`src/rtl/alien_fleet_if.sv`:
```
`default_nettype none
// ============================================================================
//  Module      : alien_fleet_if
//  Description : Bundle between the game core (master) and the alien
//                formation controller (slave): game control and ship rocket
//                inputs, fleet position, hit and status outputs, alien fire.
//  Revision    : 1.0 - initial release
// ============================================================================
interface alien_fleet_if #(
    parameter int N = 8
);
    // core -> fleet
    logic        playing;
    logic        tick;
    logic        rocket_flying;
    logic [9:0]  rocketX;
    logic [8:0]  rocketY;
    logic [8:0]  land_y;
    // fleet -> core
    logic [9:0]  fleetX;
    logic [8:0]  fleetY;
    logic [N-1:0] alive;
    logic        alien_hit;
    logic [2:0]  hit_index;
    logic        all_dead;
    logic        landed;
    logic        fire_req;
    logic [9:0]  fireX;
    logic [8:0]  fireY;

    modport master (
        output playing, tick, rocket_flying, rocketX, rocketY, land_y,
        input  fleetX, fleetY, alive, alien_hit, hit_index, all_dead, landed,
               fire_req, fireX, fireY
    );

    modport slave (
        input  playing, tick, rocket_flying, rocketX, rocketY, land_y,
        output fleetX, fleetY, alive, alien_hit, hit_index, all_dead, landed,
               fire_req, fireX, fireY
    );
endinterface
`default_nettype wire

```
`src/rtl/alien_fleet.sv`:
```
`default_nettype none
// ============================================================================
//  Module      : alien_fleet
//  Description : Formation controller for the ROWS x COLS alien grid. Marches
//                the fleet sideways, drops a row at the screen edges,
//                resolves ship-rocket hits and reports cleared / landed.
//                Optional alien fire scheduler: define ALIEN_FLEET_FIRE_EN.
//  Revision    : 1.0 - initial release
// ============================================================================
module alien_fleet #(
    parameter int COLS        = 4,
    parameter int ROWS        = 2,
    parameter int X0          = 30,
    parameter int Y0          = 50,
    parameter int XSTEP       = 30,
    parameter int YSTEP       = 50,
    parameter int HALFW       = 20,
    parameter int HALFH       = 10,
    parameter int XMIN        = 0,
    parameter int XMAX        = 620,
    parameter int STEP        = 4,
    parameter int DROP        = 10,
    parameter int MOVE_DIV    = 8,
    parameter int FIRE_PERIOD = 64
) (
    input  logic           clk,
    input  logic           reset,      // asynchronous, active-low
    alien_fleet_if.slave   bus
);
    localparam int N  = ROWS * COLS;
    localparam int MW = (MOVE_DIV > 1) ? $clog2(MOVE_DIV) : 1;

    localparam logic [2:0] S_IDLE    = 3'd0;
    localparam logic [2:0] S_MARCH   = 3'd1;
    localparam logic [2:0] S_DROP    = 3'd2;
    localparam logic [2:0] S_CLEARED = 3'd3;
    localparam logic [2:0] S_LANDED  = 3'd4;

    // Geometry is evaluated in 11 bits so no sum or compare can wrap.
    localparam logic [10:0] c_XSTEP = 11'(XSTEP);
    localparam logic [10:0] c_YSTEP = 11'(YSTEP);
    localparam logic [10:0] c_HALFW = 11'(HALFW);
    localparam logic [10:0] c_HALFH = 11'(HALFH);
    localparam logic [10:0] c_XMIN  = 11'(XMIN);
    localparam logic [10:0] c_XMAX  = 11'(XMAX);
    localparam logic [10:0] c_STEP  = 11'(STEP);
    localparam logic [10:0] c_DROP  = 11'(DROP);

    logic [2:0]    state_q, state_d;
    logic [9:0]    fleet_x_q, fleet_x_d;
    logic [8:0]    fleet_y_q, fleet_y_d;
    logic [N-1:0]  alive_q, alive_d;
    logic          dir_q, dir_d;          // 0 = moving right, 1 = moving left
    logic [MW-1:0] move_cnt_q, move_cnt_d;
    logic          alien_hit_q, alien_hit_d;
    logic [2:0]    hit_index_q, hit_index_d;
    logic          all_dead_q, all_dead_d;
    logic          landed_q, landed_d;

    logic [10:0]   fx11, fy11, rx11, ry11;
    logic          hit_found;
    logic [2:0]    hit_idx;
    logic [10:0]   hit_ax, hit_ay, geo_ay;
    logic [COLS-1:0] col_alive;
    logic [10:0]   right_col, left_col;
    logic          land_hit;
    logic [10:0]   edge_r, edge_l;
    logic          move_evt;
    logic          can_move;

    assign fx11 = {1'b0, fleet_x_q};
    assign fy11 = {2'b0, fleet_y_q};
    assign rx11 = {1'b0, bus.rocketX};
    assign ry11 = {2'b0, bus.rocketY};

    // Rocket-vs-alien overlap; descending scan so the lowest index wins.
    always_comb begin
        hit_found = 1'b0;
        hit_idx   = '0;
        hit_ax    = '0;
        hit_ay    = '0;
        for (int i = N - 1; i >= 0; i--) begin
            hit_ax = fx11 + 11'(i % COLS) * c_XSTEP;
            hit_ay = fy11 + 11'(i / COLS) * c_YSTEP;
            if (bus.rocket_flying && alive_q[i] &&
                (rx11 + c_HALFW >= hit_ax) && (rx11 <= hit_ax + c_HALFW) &&
                (ry11 + c_HALFH >= hit_ay) && (ry11 <= hit_ay + c_HALFH)) begin
                hit_found = 1'b1;
                hit_idx   = 3'(i);
            end
        end
    end

    // Occupied columns, outermost live columns and landing detection.
    always_comb begin
        col_alive = '0;
        land_hit  = 1'b0;
        geo_ay    = '0;
        right_col = '0;
        left_col  = '0;
        for (int i = 0; i < N; i++) begin
            geo_ay = fy11 + 11'(i / COLS) * c_YSTEP;
            if (alive_q[i]) begin
                col_alive[i % COLS] = 1'b1;
                if (geo_ay + c_HALFH >= {2'b00, bus.land_y}) begin
                    land_hit = 1'b1;
                end
            end
        end
        for (int c = 0; c < COLS; c++) begin
            if (col_alive[c]) right_col = 11'(c);
        end
        for (int c = COLS - 1; c >= 0; c--) begin
            if (col_alive[c]) left_col = 11'(c);
        end
    end

    assign edge_r   = fx11 + right_col * c_XSTEP;
    assign edge_l   = fx11 + left_col * c_XSTEP;
    assign move_evt = bus.tick && (move_cnt_q == MW'(MOVE_DIV - 1));
    // Left test is rearranged so the subtraction can never underflow.
    assign can_move = dir_q ? (edge_l >= c_XMIN + c_HALFW + c_STEP)
                            : (edge_r + c_STEP <= c_XMAX - c_HALFW);

    // State register.
    always_ff @(posedge clk or negedge reset) begin
        if (!reset) state_q <= S_IDLE;
        else        state_q <= state_d;
    end

    // Next-state logic; losing playing overrides everything.
    always_comb begin
        state_d = state_q;
        if (!bus.playing) begin
            state_d = S_IDLE;
        end else begin
            case (state_q)
                S_IDLE:  state_d = S_MARCH;
                S_MARCH: begin
                    if (alive_q == '0)              state_d = S_CLEARED;
                    else if (land_hit)              state_d = S_LANDED;
                    else if (move_evt && !can_move) state_d = S_DROP;
                end
                S_DROP: begin
                    if (alive_q == '0)  state_d = S_CLEARED;
                    else if (land_hit)  state_d = S_LANDED;
                    else                state_d = S_MARCH;
                end
                S_CLEARED: state_d = S_CLEARED;
                S_LANDED:  state_d = S_LANDED;
                default:   state_d = S_IDLE;
            endcase
        end
    end

    // Datapath / output next values. A move still commits in the cycle a
    // landing is detected; the freeze takes effect from the next state on.
    always_comb begin
        fleet_x_d   = fleet_x_q;
        fleet_y_d   = fleet_y_q;
        alive_d     = alive_q;
        dir_d       = dir_q;
        move_cnt_d  = move_cnt_q;
        alien_hit_d = 1'b0;
        hit_index_d = hit_index_q;
        all_dead_d  = (state_d == S_CLEARED);
        landed_d    = (state_d == S_LANDED);
        if (!bus.playing || state_q == S_IDLE) begin
            fleet_x_d  = 10'(X0);
            fleet_y_d  = 9'(Y0);
            alive_d    = '1;
            dir_d      = 1'b0;
            move_cnt_d = '0;
        end else if (state_q == S_MARCH || state_q == S_DROP) begin
            if (hit_found) begin
                alive_d[hit_idx] = 1'b0;
                alien_hit_d      = 1'b1;
                hit_index_d      = hit_idx;
            end
            if (state_q == S_MARCH && bus.tick) begin
                move_cnt_d = move_evt ? '0 : move_cnt_q + MW'(1);
                if (move_evt && can_move) begin
                    fleet_x_d = dir_q ? 10'(fx11 - c_STEP) : 10'(fx11 + c_STEP);
                end
            end
            if (state_q == S_DROP) begin
                fleet_y_d = 9'(fy11 + c_DROP);
                dir_d     = ~dir_q;
            end
        end
    end

    // Datapath registers.
    always_ff @(posedge clk or negedge reset) begin
        if (!reset) begin
            fleet_x_q   <= 10'(X0);
            fleet_y_q   <= 9'(Y0);
            alive_q     <= '1;
            dir_q       <= 1'b0;
            move_cnt_q  <= '0;
            alien_hit_q <= 1'b0;
            hit_index_q <= '0;
            all_dead_q  <= 1'b0;
            landed_q    <= 1'b0;
        end else begin
            fleet_x_q   <= fleet_x_d;
            fleet_y_q   <= fleet_y_d;
            alive_q     <= alive_d;
            dir_q       <= dir_d;
            move_cnt_q  <= move_cnt_d;
            alien_hit_q <= alien_hit_d;
            hit_index_q <= hit_index_d;
            all_dead_q  <= all_dead_d;
            landed_q    <= landed_d;
        end
    end

    assign bus.fleetX    = fleet_x_q;
    assign bus.fleetY    = fleet_y_q;
    assign bus.alive     = alive_q;
    assign bus.alien_hit = alien_hit_q;
    assign bus.hit_index = hit_index_q;
    assign bus.all_dead  = all_dead_q;
    assign bus.landed    = landed_q;

`ifdef ALIEN_FLEET_FIRE_EN
    localparam int FW = (FIRE_PERIOD > 1) ? $clog2(FIRE_PERIOD) : 1;

    logic [7:0]    lfsr_q, lfsr_d;
    logic [FW-1:0] fire_cnt_q, fire_cnt_d;
    logic          fire_req_q, fire_req_d;
    logic [9:0]    fire_x_q, fire_x_d;
    logic [8:0]    fire_y_q, fire_y_d;
    logic [10:0]   fire_col, fire_row;
    logic          fire_found;

    // Lowest (largest row index) alive alien in the LFSR-chosen column.
    always_comb begin
        fire_col   = 11'(lfsr_q) % 11'(COLS);
        fire_found = 1'b0;
        fire_row   = '0;
        for (int r = 0; r < ROWS; r++) begin
            if (alive_q[r * COLS + int'(fire_col)]) begin
                fire_found = 1'b1;
                fire_row   = 11'(r);
            end
        end
    end

    // LFSR x^8+x^6+x^5+x^4+1 stepped per march tick; fire once per period.
    always_comb begin
        lfsr_d     = lfsr_q;
        fire_cnt_d = fire_cnt_q;
        fire_req_d = 1'b0;
        fire_x_d   = fire_x_q;
        fire_y_d   = fire_y_q;
        if (!bus.playing || state_q == S_IDLE) begin
            lfsr_d     = 8'hA5;
            fire_cnt_d = '0;
        end else if (state_q == S_MARCH && bus.tick) begin
            lfsr_d = {lfsr_q[6:0], lfsr_q[7] ^ lfsr_q[5] ^ lfsr_q[4] ^ lfsr_q[3]};
            if (fire_cnt_q == FW'(FIRE_PERIOD - 1)) begin
                fire_cnt_d = '0;
                if (fire_found) begin
                    fire_req_d = 1'b1;
                    fire_x_d   = 10'(fx11 + fire_col * c_XSTEP);
                    fire_y_d   = 9'(fy11 + fire_row * c_YSTEP + c_HALFH);
                end
            end else begin
                fire_cnt_d = fire_cnt_q + FW'(1);
            end
        end
    end

    // Fire scheduler registers.
    always_ff @(posedge clk or negedge reset) begin
        if (!reset) begin
            lfsr_q     <= 8'hA5;
            fire_cnt_q <= '0;
            fire_req_q <= 1'b0;
            fire_x_q   <= '0;
            fire_y_q   <= '0;
        end else begin
            lfsr_q     <= lfsr_d;
            fire_cnt_q <= fire_cnt_d;
            fire_req_q <= fire_req_d;
            fire_x_q   <= fire_x_d;
            fire_y_q   <= fire_y_d;
        end
    end

    assign bus.fire_req = fire_req_q;
    assign bus.fireX    = fire_x_q;
    assign bus.fireY    = fire_y_q;
`else
    assign bus.fire_req = 1'b0;
    assign bus.fireX    = '0;
    assign bus.fireY    = '0;
`endif

endmodule
`default_nettype wire

```
`src/flat_wrapper.sv`:
```
// flat-port wrapper written by rule: the top's interface ports become plain ports
module alien_fleet_flat 
#(
    parameter int COLS        = 4,
    parameter int ROWS        = 2,
    parameter int X0          = 30,
    parameter int Y0          = 50,
    parameter int XSTEP       = 30,
    parameter int YSTEP       = 50,
    parameter int HALFW       = 20,
    parameter int HALFH       = 10,
    parameter int XMIN        = 0,
    parameter int XMAX        = 620,
    parameter int STEP        = 4,
    parameter int DROP        = 10,
    parameter int MOVE_DIV    = 8,
    parameter int FIRE_PERIOD = 64
)
  (clk, reset, bus_playing, bus_tick, bus_rocket_flying, bus_rocketX, bus_rocketY, bus_land_y, bus_fleetX, bus_fleetY, bus_alive, bus_alien_hit, bus_hit_index, bus_all_dead, bus_landed, bus_fire_req, bus_fireX, bus_fireY);
  alien_fleet_if #(.N(8)) bus_i ();
  input  logic clk;
  input  logic reset;
  input wire logic [$bits(bus_i.playing)-1:0] bus_playing;
  input wire logic [$bits(bus_i.tick)-1:0] bus_tick;
  input wire logic [$bits(bus_i.rocket_flying)-1:0] bus_rocket_flying;
  input wire logic [$bits(bus_i.rocketX)-1:0] bus_rocketX;
  input wire logic [$bits(bus_i.rocketY)-1:0] bus_rocketY;
  input wire logic [$bits(bus_i.land_y)-1:0] bus_land_y;
  output wire logic [$bits(bus_i.fleetX)-1:0] bus_fleetX;
  output wire logic [$bits(bus_i.fleetY)-1:0] bus_fleetY;
  output wire logic [$bits(bus_i.alive)-1:0] bus_alive;
  output wire logic [$bits(bus_i.alien_hit)-1:0] bus_alien_hit;
  output wire logic [$bits(bus_i.hit_index)-1:0] bus_hit_index;
  output wire logic [$bits(bus_i.all_dead)-1:0] bus_all_dead;
  output wire logic [$bits(bus_i.landed)-1:0] bus_landed;
  output wire logic [$bits(bus_i.fire_req)-1:0] bus_fire_req;
  output wire logic [$bits(bus_i.fireX)-1:0] bus_fireX;
  output wire logic [$bits(bus_i.fireY)-1:0] bus_fireY;
  assign bus_i.playing = bus_playing;
  assign bus_i.tick = bus_tick;
  assign bus_i.rocket_flying = bus_rocket_flying;
  assign bus_i.rocketX = bus_rocketX;
  assign bus_i.rocketY = bus_rocketY;
  assign bus_i.land_y = bus_land_y;
  assign bus_fleetX = bus_i.fleetX;
  assign bus_fleetY = bus_i.fleetY;
  assign bus_alive = bus_i.alive;
  assign bus_alien_hit = bus_i.alien_hit;
  assign bus_hit_index = bus_i.hit_index;
  assign bus_all_dead = bus_i.all_dead;
  assign bus_landed = bus_i.landed;
  assign bus_fire_req = bus_i.fire_req;
  assign bus_fireX = bus_i.fireX;
  assign bus_fireY = bus_i.fireY;
  alien_fleet #(.COLS(COLS), .ROWS(ROWS), .X0(X0), .Y0(Y0), .XSTEP(XSTEP), .YSTEP(YSTEP), .HALFW(HALFW), .HALFH(HALFH), .XMIN(XMIN), .XMAX(XMAX), .STEP(STEP), .DROP(DROP), .MOVE_DIV(MOVE_DIV), .FIRE_PERIOD(FIRE_PERIOD)) u_core (.clk(clk), .reset(reset), .bus(bus_i));
endmodule
```
`config.mk`:
```
export PLATFORM = sky130hd
export DESIGN_NAME = alien_fleet_flat
export DESIGN_NICKNAME = d
export VERILOG_FILES = /design/src/rtl/alien_fleet_if.sv /design/src/rtl/alien_fleet.sv /design/src/flat_wrapper.sv
export SDC_FILE = /design/constraint.sdc
export NUM_CORES = 1
export LEC_CHECK = 0
export BUFFER_PORTS_ARGS = -buffer_cell sky130_fd_sc_hd__buf_2
export CAP_MARGIN = 5
export CORE_MARGIN = 4
export CORE_UTILIZATION = 47
export DETAILED_ROUTE_END_ITERATION = 10
export PLACE_DENSITY = 0.66
export SLEW_MARGIN = 30
export SYNTH_ARGS = -nofsm -noshare
export SYNTH_HDL_FRONTEND = slang
export SYNTH_SLANG_ARGS = --single-unit
```
`constraint.sdc`:
```
create_clock -name clk -period 10.4 [get_ports clk]
set_input_delay 1.04 -clock clk [delete_from_list [all_inputs] [get_ports clk]]
set_output_delay 1.04 -clock clk [all_outputs]
set_load 0.005 [all_outputs]
```
After elaboration in Yosys (flattened, before gate mapping)
Cells that the tools add are included.
W data, S select, Z words.
{ "op_classes": {"addsub": 18, "mul": 2, "n_lt_le_gt_ge": 18, "n_eq_ne": 7, "n_mux": 78, "bitwise": 4, "n_reduce_logical": 61} }
{ "op_table": {"columns": ["operator", "n"], "rows": [
  ["$mux W3", 18],
  ["$mux W10", 5],
  ["$logic_and A1 B1 Y1", 45],
  ["$ge A11 B11 Y1", 4],
  ["$le A10 B11 Y1", 4],
  ["$mux W1", 41],
  ["$add A10 B5 Y11 const B", 3],
  ["$add A11 B5 Y11 const B", 3],
  ["$mux W9", 3],
  ["$mux W8", 3],
  ["$add A10 B11 Y11", 2],
  ["$ge A11 B9 Y1", 2],
  ["$add A9 B4 Y10 const B", 2],
  ["$pmux W3 S5", 1],
  ["$mul A2 B4 Y6 const B", 2],
  ["$mux W2", 6],
  ["$add A10 B6 Y11 const B", 1],
  ["$add A10 B7 Y11 const B", 1],
  ["$add A11 B3 Y11 const B", 1],
  ["$add A11 B4 Y11 const B", 1],
  ["$ge A11 B10 Y1", 1],
  ["$ge A11 B5 Y1 const B", 1],
  ["$le A11 B10 Y1 const B", 1],
  ["$le A9 B11 Y1", 1],
  ["22 further kinds", 36]
]} }
{ "totals": {"reg_bits": 40, "inputBits": 33, "out_inout_bits": 53, "elab_cells": 198} }

Depth between registers and ports, before layout
Gate-level depths: netlist (run 1).
{ "logic_depth": {"depth_word": 23, "ltp_mapped": 20, "ltp_nobuf": 19} }

Worst setup path before layout (run 1)
Ideal clock, no wire load.
{ "synth_path": {"path_type": "register to register", "from": "reg u_core.fleet_x_q[2] (netlist: u_core.bus.fleetX[2])", "to": "reg u_core.hit_index_q[0] (netlist: u_core.bus.hit_index[0])", "setup_time_ns": 0.128, "arrival_time_ns": 4.287, "t_required_ns": 10.272, "path_slack_ns": 5.985, "path_stages_with_launch": 19, "n_path_buf": 1, "period_less_slack_ns": 4.415, "cell_sequence": "dfstp_2 > buf_6 > inv_1 > ha_1 > a21bo_2 > o21ai_0 > xnor2_1 > nor3_1 > nor3b_1 > xor2_1 > ha_1 > and4_1 > nand3_1 > o211ai_1 > o221a_2 > nor2b_1 > a211oi_1 > a21oi_1 > mux2_1"} }
{ "synth_via": {"elab_chain_cells": 15, "elab_cells_between_ends": 64, "classes_between": "add/sub (7); order compare (8); mux (16); reduce/logical (33)"} }
{ "synth_rtl": {"columns": ["item", "line_no", "rtl"], "rows": [
  ["start, declared", "alien_fleet.sv:50", "logic [9:0] fleet_x_q, fleet_x_d;"],
  ["start signal, assigned", "alien_fleet.sv:196", "fleet_x_q <= 10'(X0);"],
  ["start signal, assigned", "alien_fleet.sv:206", "fleet_x_q <= fleet_x_d;"],
  ["$add A10 B7 Y11", "alien_fleet.sv:83", "hit_ax = fx11 + 11'(i % COLS) * c_XSTEP;"],
  ["$add A11 B5 Y11 / $ge A11 B11 Y1 (equally long branches)", "alien_fleet.sv:86", "(rx11 + c_HALFW >= hit_ax) && (rx11 <= hit_ax + c_HALFW) &&"],
  ["$le A10 B11 Y1 / $logic_and A1 B1 Y1 (equally long branches)", "alien_fleet.sv:86, alien_fleet.sv:85", null],
  ["$logic_and A1 B1 Y1 (2 in series)", "alien_fleet.sv:86", null],
  ["$logic_and A1 B1 Y1", "alien_fleet.sv:87", "(ry11 + c_HALFH >= hit_ay) && (ry11 <= hit_ay + c_HALFH)) begin"],
  ["$mux W1 (8 in series)", "alien_fleet.sv:85", "if (bus.rocket_flying && alive_q[i] &&"],
  ["$reduce_and A3 Y1 (no source line)", null, null],
  ["end signal, assigned", "alien_fleet.sv:212", "hit_index_q <= hit_index_d;"],
  ["end, declared", "alien_fleet.sv:56", "logic [2:0] hit_index_q, hit_index_d;"]
]} }
Parallel ways exist; a longest one is shown, timed or not.
A chain may end at the register's enable or synchronous reset.

Worst setup path in the final report (run 1)
Ends and elaborated chain as after synthesis.

==> summary.md, run 1 <==
In the synthesized netlist, the cells that appear most often are sky130_fd_sc_hd__ha_1, sky130_fd_sc_hd__inv_1, sky130_fd_sc_hd__xnor2_1. The final count of hold timing violations is 0, and the clock period minus worst slack is 5.39 ns. By area, the combinational part of the netlist is dominated by adder cells. The power per cell area was 57.5 nW/um2. The slowest stage of the critical path belongs to the cell sky130_fd_sc_hd__dfstp_2. The synthesized netlist devotes 22.6% of its cell area to compound gates.

The post-CTS clock slew at the launch and capture registers of the worst setup and hold paths works out to 0.06 ns. The period utilization was 51.8%. For the all-layer global routing usage, the log shows 22.9%. The area fraction in and, or, nand and nor cells after synthesis works out to 16.9%.

The clock passes through at most 2 buffers. The die covers 17,700 um2. Y dimension of the die: 133 um. Number of buffers inserted during clock tree synthesis: 5. The finished layout cell area was 7900 um2. The number of antenna diodes in the final layout is 0. Max-cap violations in this run came to 0.

Of the total synthesized cell area, the portion taken by XOR and XNOR cells is 10.4%. The flow ran to the end, and the final reports show no timing, DRC or antenna violations. The share of flip-flops with an asynchronous set or reset after synthesis was 100%; the share of cells above drive strength 1 was 10.9%. After detailed routing, the average wire length per cell comes to 17.6 um. In this run, the number of DRC markers left after iteration 0 of detailed routing was 538. The number of gates resized after CTS was 0. The area share of the largest cell type after synthesis works out to 27.4%.

The global routing met1 resource utilization was 32.7%. The tools report the clock tree root driver cell as sky130_fd_sc_hd__clkbuf_16. Across all setup checks in the final design, the least slack found is 5.01 ns. The area growth from synthesis to final layout was 7.51%; the worst hold slack after final layout was 0.527 ns.

The tools report the type of element launching the critical path as a register. STA classifies the critical path endpoint as a register. Row generation in the floorplan step produced 45 rows. Longest individual stage delay on the worst path: 0.81 ns. The signal on the critical path passes through inv_1 > ha_1 > a21bo_2 > o21ai_0 > xnor2_1 > nor3_1 > xor2_1 > ha_1 > and4_1 > nand2_1 > o21ai_0 > o211ai_1 > o221a_2 > nor2b_1 > a211oi_1 > a21oi_1 > mux2_1. The total setup buffers inserted after CTS came out at 0. In the final layout, the multi-input gates occupy 5900 um2. The total number of yosys warnings came out at 0.

The global routing stage identified its most utilized layer as met2. For this run, the register share of the synthesized area comes to 13.2%. The top fanout value on the critical path is 17, and the area taken by flip-flops and latches is 970 um2. The number of enable-type register cells in the synthesized netlist came out at 0. The critical path arrival is 5.55 ns. For met2 alone, demand over resource in global routing was 36.6%.

Clock skew after layout: 0.00577 ns. The final estimated routing congestion in global placement came out at 1.02. The tools report the count of boundary I/O pins as 86. In the synthesized netlist, the number of instances is 905. Before CTS, the worst setup slack after placement is 5.14 ns.

CTS saw 38 sinks. Dividing the detail-routed via count by the number of cells gives 5.81. For the cell area after technology mapping, the log shows 7350 um2. A synthesized cell averages 8.12 um2. Setup repair after global routing left no endpoint under its margin. The worst voltage drop across the vdd grid is 0.0961 mV.

The static leakage power was 3.61 nW. The tools report the number of distinct library cell variants in the gate-level netlist after synthesis as 80. By instance count, the leading cell after synthesis is sky130_fd_sc_hd__ha_1. After synthesis, the cell types taking the most area are sky130_fd_sc_hd__ha_1, sky130_fd_sc_hd__xnor2_1, sky130_fd_sc_hd__dfrtp_1, sky130_fd_sc_hd__dfstp_2, sky130_fd_sc_hd__a21oi_1. The mux cell area share after synthesis was 1.12%. The min-delay analysis places its worst path in the category reg2reg. In this run the remaining antenna-violating nets after routing total 0.

For this run, the post-layout net count is 1,150. Total negative slack: 0 ns. The initial utilization of the core area, before any placement, comes to 48.2%. The tools report the total number of vias as 6,770. The run gives 39 as the largest net degree at the start of global routing. Setup violations remaining at the end of the flow were counted as 0.

In the routed design, unresolved DRC markers number 0. The total area inside the core boundary comes to 15,300 um2. The flop and latch count out of synthesis works out to 38. The final standard cell utilization of the core was 51.8%; the fill cell total of the finished layout was 1,522. The half-perimeter wire length after detailed placement was 16,500 um; the post-route total power was 0.454 mW.

Summed over all layers, the global routing overflow is 0. After detailed placement, the design holds a cell count of 1,156. The placement-stage cell area is 7730 um2. TritonCTS built the clock tree.

For this run, the leading register cell type out of synthesis is sky130_fd_sc_hd__dfrtp_1. After clock tree synthesis, the flow added hold-fix buffers numbering 0. The tools report the number of iterations in the first detailed-routing pass as 5.

The via count of the first global-routing pass was 6,467; the number of antenna violations at the first check in global routing was 0. The worst setup path is of the reg2reg kind. The tools report the number of max-slew violations in the final report as 0.

The library cell with the largest summed area after synthesis is sky130_fd_sc_hd__ha_1. The adder-cell share of the synthesized area was 28.2%. The horizontal extent of the die works out to 133 um.

STA puts the critical path data required time at 10.56 ns. Global routing consumed, on the met3 layer, 2.89% of the routing resources. Input and output buffers added on the ports amount to 63.

The clock reaches the later pin of the worst-skew pair after 0.28 ns. The run gives 0.186 GHz as the fmax. For this block, the routed nets add up to 20,500 um of wire. The worst-margin pin slew came out at 0.869 ns. Measured against its own limit, the worst slew margin works out to 42.1%.

The CTS H-tree depth is 2, and the final cell count without fillers is 1,165. The first global-routing pass estimated 33,700 um of wire.
placed cells by master (no fill, tap or decap), drive strengths merged, types with 8 or more instances in the layout:
cell	n
a21oi	60
nor3b	8
nand3	28
inv	73
o21ai	46
buf	65
nor3	21
nand2b	13
nor4	8
conb	22
xnor2	70
nand4	13
nor2	55
xor2	17
a21o	22
dfstp	15
ha	161
o211ai	12
nand2	58
dfrtp	23
a211oi	15
o21a	13
nor2b	13
routing by layer:
| metal | vias up | share of wire (%) |
|---|---|---|
| li1 | 3355 | - |
| met1 | 3171 | 47 |
| met2 | 214 | 45 |
| met3 | 30 | 5.9 |
| met4 | 0 | 2.1 |
| met5 | - | 0 |
cells by family (layout without fill, tap and decap cells):
kind of cell,Yosys count,count (layout)
other cells,1,22
xor+xnor,87,87
fa+ha+maj,164,164
simple gates,245,245
buf+inv,118,146
mux,8,8
flops,38,38
compound gates,244,244
path summary, 6_finish.rpt:
kind	startpoint	to	slack [ns]	cells past startpoint
worst max-delay path	u_core.bus.fleetX[2]$_DFFE_PN1P_	u_core.bus.hit_index[0]$_DFFE_PN0P_	5.01	17
worst min-delay path	u_core.bus.hit_index[0]$_DFFE_PN0P_	u_core.bus.hit_index[0]$_DFFE_PN0P_	0.53	1
worst max register to register	u_core.bus.fleetX[2]$_DFFE_PN1P_	u_core.bus.hit_index[0]$_DFFE_PN0P_	5.01	17
worst min register to register	u_core.bus.hit_index[0]$_DFFE_PN0P_	u_core.bus.hit_index[0]$_DFFE_PN0P_	0.53	1
max in group asynchronous	reset	u_core.bus.alive[4]$_DFFE_PN1P_	9.21	2
min in group asynchronous	reset	u_core.bus.fleetY[2]$_DFFE_PN0P_	0.67	1
report_power, final:
part / internal, mW / leakage, nW / switching [mW]
logic: 0.0574 / 3.07 / 0.0838
clock network: 0.0950 / 0.0739 / 0.0570
registers: 0.155 / 0.472 / 0.00613
total: 0.307 / 3.61 / 0.147
final cells by class:
type                       instances  area share (%)
tap                              211            3.34
inverter                          73            3.47
clock buffer                       7            1.81
timing repair buffer              65            4.34
clock inverter                     1          0.0634
multi-input combinational        770            74.7
sequential                        38            12.3
flip-flops by register name, indices dropped and copies added, names as in the netlist:
| signal | flops |
|---|---|
| u_core.bus.landed | 1 |
| u_core.bus.hit_index | 3 |
| u_core.state_q | 3 |
| u_core.move_cnt_q | 3 |
| u_core.dir_q | 1 |
| u_core.bus.all_dead | 1 |
| u_core.bus.fleetX | 9 |
| u_core.bus.alive | 8 |
| u_core.bus.alien_hit | 1 |
| u_core.bus.fleetY | 8 |
worst max-delay path: cells and delay by family, from the launching register on:
family	cells	cell delay [ns]
DFF	1	0.81
xor gates and xnor gates	2	0.79
adders and majority gates	2	0.67
AOI/OAI and AO/OA	7	1.51
and+or+nand+nor	4	0.86
buffers and inverters	1	0.29
muxes	1	0.34
Note: power is estimated with default switching activity, not from simulation.
==> run 2: changes to the inputs <==
- PLACE_DENSITY: 0.66 -> 0.69
- clock period: 10.4 -> 4.75 ns (I/O delays scaled with it)
==> run 2 against run 1 <==
Against the previous run: non-clock buffer count increased by 17; flip-flop and latch count unchanged; hold slack got worse by 0.23 ns; combinational power up 120%; first-iteration DRC count decreased by 8.9%; critical path type unchanged; total power increased by 120%; critical path depth decreased by 1; clock power increased by 130%; worst setup slack worse by 4.8 ns.
==> summary.md, run 2 (synthesis gave the netlist of run 1 again) <==
The critical path launch point is u_core.bus.fleetY[1]$_DFFE_PN1P_. STA classifies the critical path endpoint as a register. The run gives 3.69 nW as the static leakage power. The tightest min-delay check is of the in2async type. The placeable core region was 15,300 um2; the data required time at the worst endpoint was 4.95 ns. After detailed routing, the number of vias per cell comes to 5.76.

At the pin with the least slew margin, the transition time is 0.846 ns. 0 antenna diodes ended up in the layout. The total negative slack was 0 ns.

The register with the most flip-flops in the layout has 9 of them. Detailed routing inserted a total of 6,813 vias. The routed length per placed instance was 17.4 um.

In this run the power density over the cells is 126 nW/um2. The tree is rooted in a sky130_fd_sc_hd__clkbuf_16. The top cell types in the final layout, fill and taps aside, are sky130_fd_sc_hd__ha_1, sky130_fd_sc_hd__inv_1, sky130_fd_sc_hd__xnor2_1. The final critical path takes up 95.4% of the cycle. In this run the register-to-register setup slack is 0.22 ns. Final count of hold timing violations: 0. Commonest non-fill, non-tap cell in the layout: sky130_fd_sc_hd__ha_1. The initialized floorplan defines 45 standard-cell rows. TritonCTS built the clock tree.

Setup violations remaining at the end of the flow were counted as 0. Between clock sinks in the finished design, the worst skew comes to 0.00315 ns. CTS built an H-tree with a depth of 2. The worst pin sits at a relative slew slack of 43.6%.

The worst setup path is launched from a register. Once detailed placement completed, the half-perimeter wirelength came to 17,000 um. Setup repair after global routing left no endpoint under its margin. The horizontal extent of the die was 133 um; the net count of the finished layout was 1,167.

Counting tap cells, the placed design contains a total of 1,174 instances. Of all nets on the critical path, the largest fanout is 14. Routability-driven placement finished with a final weighted congestion of 0.945. The run gives 0 as the total setup buffers inserted after CTS. The area growth from synthesis to final layout is 9.30%. Entering global routing, the biggest net connects 39 pins. The startpoint identified for the worst register-to-register timing path is u_core.bus.fleetY[1]$_DFFE_PN1P_. The y dimension of the die was 133 um; the number of buffers added to fix hold violations after cts was 0. The number of max-slew violations in the final report came out at 0.

The critical path in this run is classified as reg2reg. The first-pass GRT wire length was 33,200 um; the depth of the worst register-to-register path was 16. Number of buffers inserted during clock tree synthesis: 5. The logs give 20,500 um for the total routed wirelength and 0 for the total of max-cap violations. For the worst-skew pair later-pin latency, the log shows 0.28 ns.

86 I/O pins were placed. STA puts the critical path data arrival time at 4.74 ns. Once the clock tree was built, the resizer swapped 0 gates to a different size. The initial utilization of the core area, before any placement, comes to 48.2%. The capturing instance or port of the critical path is u_core.bus.alive[6]$_DFFE_PN1P_.

For the first-iteration detailed-routing DRC count, the log shows 490. The floorplan step defined a die boundary enclosing 17,700 um2. In the routed design, unresolved DRC markers number 0. The post-CTS clock slew at the launch and capture registers of the worst setup and hold paths was 0.06 ns; the all-layer global routing usage was 22.7%.

The logs give 0.239 ns for the pre-CTS worst setup slack and 1,182 for the final cell count without fillers. The count of nets left with antenna violations once routing finished came out at 0. Cells with a size suffix above 1 make up 12.8% of the layout. In this run the tool buffered the top-level ports with 63 buffer cells.

The logs give 0.301 ns for the worst hold slack after final layout and 0.216 ns for the post-route worst setup slack. The tools report the sink count of the clock tree as 38. The number of antenna violations at the first check in global routing was 0.

Across the VDD grid, the largest voltage drop is 0.144 mV. The run finished with clean final reports. The run gives 5 as the number of iterations in the first detailed-routing pass. Counting I/O delays and the setup requirement, the final critical path takes 4.53 ns.

For this run the aggregate overflow at the end of global routing stands at 0. The maximum clock path buffer count is 2, and the fmax is 0.221 GHz. In this run the critical register-to-register path is captured at u_core.bus.alive[6]$_DFFE_PN1P_. Via count of the first global-routing pass: 6,521.
[run 2: worst max-delay path, cell delays in order (launching register included)]
cell	delay (ns)
sky130_fd_sc_hd__dfstp_2	0.69
sky130_fd_sc_hd__inv_1	0.15
sky130_fd_sc_hd__ha_1	0.42
sky130_fd_sc_hd__o21ai_0	0.32
sky130_fd_sc_hd__nand2_1	0.15
sky130_fd_sc_hd__nor4_1	0.38
sky130_fd_sc_hd__xnor2_1	0.20
sky130_fd_sc_hd__inv_1	0.07
sky130_fd_sc_hd__ha_1	0.32
sky130_fd_sc_hd__o21a_1	0.13
sky130_fd_sc_hd__nor2_1	0.04
sky130_fd_sc_hd__a21oi_1	0.11
sky130_fd_sc_hd__o211ai_1	0.13
sky130_fd_sc_hd__o21ai_1	0.49
sky130_fd_sc_hd__nor3b_1	0.11
sky130_fd_sc_hd__o22a_1	0.35
sky130_fd_sc_hd__o32a_1	0.39
[run 2: area by class of cell]
cell class,count,area [um2]
multi-input combinational,770,5910
tap,211,264
inverter,73,274
clock inverter,2,12.5
fill,1471,7230
clock buffer,6,139
sequential,38,970
timing repair buffer,82,458
[run 2: per-stage QoR]
step | total power, mW | utilization (%) | cell area, um2
2_1_floorplan | 0.564 | - | 7430
3_3_place_gp | 0.665 | 51.6 | 7870
3_5_place_dp | 0.668 | 51.6 | 7870
4_1_cts | 1.01 | 52.6 | 8020
5_1_grt | 1.07 | 52.6 | 8030
6_report | 1.01 | 52.6 | 8030
[run 2: worst min-delay path by stage]
stage	from	endpoint	slack, ns	cells past startpoint
finish	reset	u_core.bus.fleetY[2]$_DFFE_PN0P_	0.30	1
global route	reset	u_core.bus.fleetY[2]$_DFFE_PN0P_	0.37	1
CTS	reset	u_core.move_cnt_q[1]$_DFFE_PN0P_	0.34	1
detailed placement	u_core.bus.hit_index[0]$_DFFE_PN0P_	u_core.bus.hit_index[0]$_DFFE_PN0P_	0.52	1
global placement	u_core.bus.hit_index[0]$_DFFE_PN0P_	u_core.bus.hit_index[0]$_DFFE_PN0P_	0.51	1
floorplan	reset	u_core.bus.alien_hit$_DFF_PN0_	0.18	0
[run 2: metal layers]
layer	vias up	global-route usage, %	wire [um]
li1	3380	-	-
met4	0	6.35	530
met2	216	35.4	8890
met5	-	0	0
met3	41	2.36	1130
met1	3176	33.3	10000
[run 2: where the power goes]
group          total (mW)  switching, mW  leakage (nW)  internal [mW]
logic               0.316          0.188          3.15          0.128
registers           0.351         0.0123         0.472          0.339
clock network       0.343          0.135        0.0729          0.208
total                1.01          0.335          3.69          0.675
